===== src/rtl/ram16x4_pkg.sv =====
// Shared definitions for the 16x4 asynchronous RAM and its synchronous initiator.
package ram16x4_pkg;

    localparam int RAM_ADDR_W = 4;
    localparam int RAM_DATA_W = 4;
    localparam int RAM_DEPTH  = 16;

    // Width of the phase counter that times setup, access and hold.
    localparam int PH_W = 4;

    typedef enum logic [1:0] {
        ST_IDLE   = 2'd0,
        ST_SETUP  = 2'd1,
        ST_ACCESS = 2'd2,
        ST_HOLD   = 2'd3
    } ctrl_state_t;

endpackage


===== src/rtl/ram16x4_ctrl.sv =====
// Synchronous initiator for the 16x4 asynchronous RAM.
// Accepts one read or write at a time over valid/ready.
// Each transaction walks through three phases:
//   SETUP  - address and data are driven while the RAM is deselected
//   ACCESS - the chip select strobe is active
//   HOLD   - address and data stay put after deselect
// A read returns its data as a single-cycle rsp_valid pulse.
// Every output is a flop, so no input reaches an output combinationally.
module ram16x4_ctrl
    import ram16x4_pkg::*;
#(
    parameter int SETUP_CYC = 1,
    parameter int PULSE_CYC = 2,
    parameter int HOLD_CYC  = 1
) (
    input  logic                  clk,
    input  logic                  rst_n,
    input  logic                  req_valid,
    output logic                  req_ready,
    input  logic                  req_we,
    input  logic [RAM_ADDR_W-1:0] req_addr,
    input  logic [RAM_DATA_W-1:0] req_wdata,
    output logic                  rsp_valid,
    output logic [RAM_DATA_W-1:0] rsp_rdata,
    output logic [RAM_ADDR_W-1:0] ram_addr,
    output logic [RAM_DATA_W-1:0] ram_datain,
    output logic                  ram_csn,
    output logic                  ram_rwn,
    input  logic [RAM_DATA_W-1:0] ram_dataout
);

    // The counter is loaded with N-1 on entry and the phase ends when it reaches zero,
    // so each phase lasts exactly N cycles.
    localparam logic [PH_W-1:0] SETUP_LD = PH_W'(SETUP_CYC - 1);
    localparam logic [PH_W-1:0] PULSE_LD = PH_W'(PULSE_CYC - 1);
    localparam logic [PH_W-1:0] HOLD_LD  = PH_W'(HOLD_CYC - 1);

    ctrl_state_t     state;
    logic [PH_W-1:0] cnt;
    logic            op_we;

    // Phase sequencer. Strobes, handshake and response are all registered here.
    always_ff @(posedge clk or negedge rst_n) begin
        if (!rst_n) begin
            state      <= ST_IDLE;
            cnt        <= '0;
            op_we      <= 1'b0;
            req_ready  <= 1'b0;
            rsp_valid  <= 1'b0;
            rsp_rdata  <= '0;
            ram_addr   <= '0;
            ram_datain <= '0;
            ram_csn    <= 1'b1;
            ram_rwn    <= 1'b1;
        end else begin
            rsp_valid <= 1'b0;
            case (state)
                ST_IDLE: begin
                    req_ready <= 1'b1;
                    if (req_valid && req_ready) begin
                        // Address and data are latched only here, so they cannot
                        // move while the RAM is selected.
                        op_we      <= req_we;
                        ram_addr   <= req_addr;
                        ram_datain <= req_wdata;
                        req_ready  <= 1'b0;
                        cnt        <= SETUP_LD;
                        state      <= ST_SETUP;
                    end
                end
                ST_SETUP: begin
                    if (cnt == '0) begin
                        ram_csn <= 1'b0;
                        ram_rwn <= ~op_we;
                        cnt     <= PULSE_LD;
                        state   <= ST_ACCESS;
                    end else begin
                        cnt <= cnt - 1'b1;
                    end
                end
                ST_ACCESS: begin
                    if (cnt == '0) begin
                        // Capture read data at the end of the strobe,
                        // just before deselecting the RAM.
                        if (!op_we) begin
                            rsp_rdata <= ram_dataout;
                            rsp_valid <= 1'b1;
                        end
                        ram_csn <= 1'b1;
                        ram_rwn <= 1'b1;
                        cnt     <= HOLD_LD;
                        state   <= ST_HOLD;
                    end else begin
                        cnt <= cnt - 1'b1;
                    end
                end
                ST_HOLD: begin
                    if (cnt == '0) begin
                        req_ready <= 1'b1;
                        state     <= ST_IDLE;
                    end else begin
                        cnt <= cnt - 1'b1;
                    end
                end
                default: begin
                    state <= ST_IDLE;
                end
            endcase
        end
    end

endmodule


===== config.mk =====
export PLATFORM = sky130hd
export DESIGN_NAME = ram16x4_ctrl
export DESIGN_NICKNAME = d
export VERILOG_FILES = /design/src/rtl/ram16x4_pkg.sv /design/src/rtl/ram16x4_ctrl.sv
export SDC_FILE = /design/constraint.sdc
export NUM_CORES = 1
export LEC_CHECK = 0
export BUFFER_PORTS_ARGS = -buffer_cell sky130_fd_sc_hd__buf_2
export CORE_ASPECT_RATIO = 0.9
export CORE_MARGIN = 8
export CORE_UTILIZATION = 45
export CTS_BUF_LIST = sky130_fd_sc_hd__clkbuf_16
export CTS_CLUSTER_DIAMETER = 100
export DETAILED_ROUTE_END_ITERATION = 8
export PLACE_DENSITY = 0.8
export SKIP_CTS_REPAIR_TIMING = 1
export SYNTH_ARGS = -nofsm -noshare
export SYNTH_HDL_FRONTEND = slang
export SYNTH_SLANG_ARGS = --single-unit

===== constraint.sdc =====
create_clock -name clk -period 1.6 [get_ports clk]
set_input_delay 0.08 -clock clk [delete_from_list [all_inputs] [get_ports clk]]
set_output_delay 0.08 -clock clk [all_outputs]
set_load 0.005 [all_outputs]

==> flow_results.org <==
** Setup path
- Arrival time of the worst setup path :: 1.75 ns
- Walking the worst path, the cells encountered are inv_1, ha_2, a21boi_2, o21bai_2, mux2_4.
- STA classifies the critical path endpoint as a flop.
- Highest fanout seen on the critical path :: 6
- For the worst setup path, the data required time is approximately 1.7 ns.
- Worst setup SP type :: flop
- Library cell contributing the largest single delay on the critical path :: dfrtp_1
- Crit path buf inv count :: 1
- In this design, the stage delay of the slowest critical-path cell is 0.42 ns.
- Crit-path leading delay family :: flip-flops
- Critical Setup Path Class :: reg2reg

** Logic synthesis
- The most used flip-flop cell after synthesis is dfrtp_1.
- Synth Warn # :: 0
- The average instance in the mapped netlist occupies 13.4 um^2.
- Counting every instance in the synthesized netlist gives 81.
- Net Count, Synth :: just over 100
- For this run, asynchronously set or reset flops after synthesis account for 100%.
- After synthesis, the netlist uses 32 different library cells.
- Counting flops and latches in the post-synthesis netlist gives 23.
- Seq/Total Area, Yosys :: 53.1%
- Summing every instance area after synthesis gives 1090 um^2.
- Yosys mapped a number of flops with a built-in enable equal to 0.

** GRT
- The initial antenna violation count was 0.
- Entering global routing, the biggest net connects 24 pins.
- Via count of the first global-routing pass :: between 800 and 900
- Global-route wire length before repair :: about 4 mm
- Remaining global-route overflow :: 0
- In the global route stage, overall resource usage came out at between 10 and 15%.

** Finish
- In the final layout, the share of cells above drive strength 1 is 60.0%.
- In the layout the commonest cells are buf_2 (31), dfrtp_1 (21), mux2_2 (12).
- After filler insertion, the fill cell instance count of the layout stands at 190.
- Total area of multi-input combinational cells :: 520 um^2
- For this run, the share of the core covered by cells in the final layout is around 62%.
- The repair_antennas step left the layout with diodes totalling 0.
- The sequential cells in the finished layout cover a total of 578 um^2.
- Number of nets at the end of the flow :: 148
- Relative to the synthesized area, the layout overhead comes to 35.3%.
- The library cell used most frequently in the layout, excluding fill and tap cells, is buf_2.

** Min path
- The min-delay analysis places its worst path in the category in2reg.

** Clock tree
- Library cell used as clock root buffer :: clkbuf_16
- For this design, the sink count on the clock tree is 23.
- CTS tree :: done
- Buffers inserted during clock tree synthesis total 3.
- Source-to-sink clock delay at the later pin of the worst-skew pair :: about 0.25 ns
- The clock passes through at most 2 buffers.
- H-Tree Level Count :: 1
- After clock tree synthesis, the clock-pin slew on the worst setup and hold paths is 0.06 ns.

** STA
- Final-layout worst hold slack :: 0.0529 ns
- Setup repair after global routing could not meet its margin everywhere.
- Highest clock rate :: 620 MHz
- For the pin with the worst max-slew slack, the measured transition is between 0.5 and 0.6 ns.
- After layout, the worst setup slack is -0.0135 ns.
- Pins over their slew limit :: 0
- Of the available clock period, the critical path in the final layout requires 101%.
- Minimum period implied by the final worst setup slack :: 1.61 ns
- Setup TNS :: -0.0137 ns
- Number of setup violations in the final report :: 2
- The final-report hold violation count came to 0.
- Slew HR :: 66.0%
- Largest clock skew in the final design :: 0.00351 ns

** Die
- Number of I/O pins :: 32
- Measured along the x axis, the die boundary spans ~68 um.
- The floorplan step set the die height to between 60 and 70 um.
- In this run the standard cell core region covers 2380 um^2.
- Starting Density :: between 40% and 50%
- Die area :: 4250 um^2
- Rows :: 17

** Routing
- Vias :: 811
- First-pass DRT Iterations :: 4
- Iteration-0 DRC count of the detailed router :: 24
- Dividing the detail-routed wire length by the instance count gives 16.0 um.
- Ratio of routed vias to standard cells :: 5.30
- Antenna-violating nets left :: 0
- Wires add up to ~2.4 mm.
- Number of DRC violations after detailed routing :: 0

** Power and ir drop
- VDD sags by at most 1490 uV.
- Power comes to 3.26 mW.
- Cell area power density :: between 2000 and 2500 nW/um^2
- Summed over all cells, the static leakage comes to 0.718 nW.

** Placed design
- Placed wire-length estimate after detailed placement :: 1.81 mm
- Number of port buffers :: 31
- Gpl congestion :: 0.833
- Before CTS, the worst setup slack after placement is -0.0540 ns.

** Status
- Failing checks :: setup timing
- Run status :: complete, but fails checks

** Flow run
- Reported max-cap violation count :: 0
[sequential cells by signal (all words and copies together), names as in the netlist]
| signal | flops |
|---|---|
| ram_datain | 4 |
| rsp_valid | 1 |
| ram_rwn | 1 |
| state | 2 |
| req_ready | 1 |
| rsp_rdata | 4 |
| op_we | 1 |
| cnt | 4 |
| ram_csn | 1 |
| ram_addr | 4 |
[synthesized netlist by cell type, types with 2 or more instances]
cell | number | area (um^2)
dfrtp_1 | 21 | 526
nand2_1 | 3 | 11.3
inv_1 | 6 | 22.5
nor2_1 | 2 | 7.51
dfstp_2 | 2 | 52.6
mux2_2 | 13 | 146
o21ai_0 | 4 | 20.0
ha_1 | 6 | 75.1
[power breakdown]
group          switching (mW)  internal (mW)
sequential              0.177          0.889
combinational           0.742          0.916
clock                   0.201          0.336
[final timing paths]
check | cells past startpoint | from | slack, ns | to
max | 5 | state[1]$_DFFE_PN0P_ | -0.01 | state[1]$_DFFE_PN0P_
min | 2 | req_wdata[0] | 0.05 | ram_datain[0]$_DFFE_PN0P_
max reg2reg | 5 | state[1]$_DFFE_PN0P_ | -0.01 | state[1]$_DFFE_PN0P_
min reg2reg | 1 | ram_addr[0]$_DFFE_PN0P_ | 0.50 | ram_addr[0]$_DFFE_PN0P_
max in group asynchronous | 2 | rst_n | 0.92 | ram_csn$_DFFE_PN1P_
min in group asynchronous | 2 | rst_n | 0.33 | ram_addr[0]$_DFFE_PN0P_
[final cells by class]
type                            instances  area share, %
Inverter                                6           1.53
Clock buffer                            3           5.10
Clock inverter                          1          0.340
Tap cell                               28           2.38
Timing Repair Buffer                   41           16.1
Sequential cell                        23           39.3
Multi-Input combinational cell         51           35.3
[metrics by stage]
stage	cell area [um^2]	std cells
2_1_floorplan	1090	81
3_3_place_gp	1320	146
3_5_place_dp	1320	146
4_1_cts	1400	150
5_1_grt	1470	153
6_report	1470	153
[cells by family (layout without fill, tap and decap cells)]
logic type,Yosys count,in the layout,synth area share (%)
compound gates,16,16,12.4
xor+xnor,1,1,0.805
fa+ha+maj,6,6,6.90
buf+inv,7,51,3.10
flops,23,23,53.1
mux,14,14,14.8
simple gates,14,14,8.85
[worst reg2reg max path, cell delays in order, from the launching register on]
cell	delay, ns
dfrtp_1	0.42
inv_1	0.11
ha_2	0.25
a21boi_2	0.24
o21bai_2	0.17
mux2_4	0.32
[per-layer routing]
layer	GRT usage (%)	up-vias	share of wire, %
li1	-	380	-
met1	12.1	394	37
met2	20.4	33	54
met3	4.48	4	7.5
met4	3.07	0	1.1
met5	0	-	0
No activity file was read; power rests on OpenSTA's default activity.
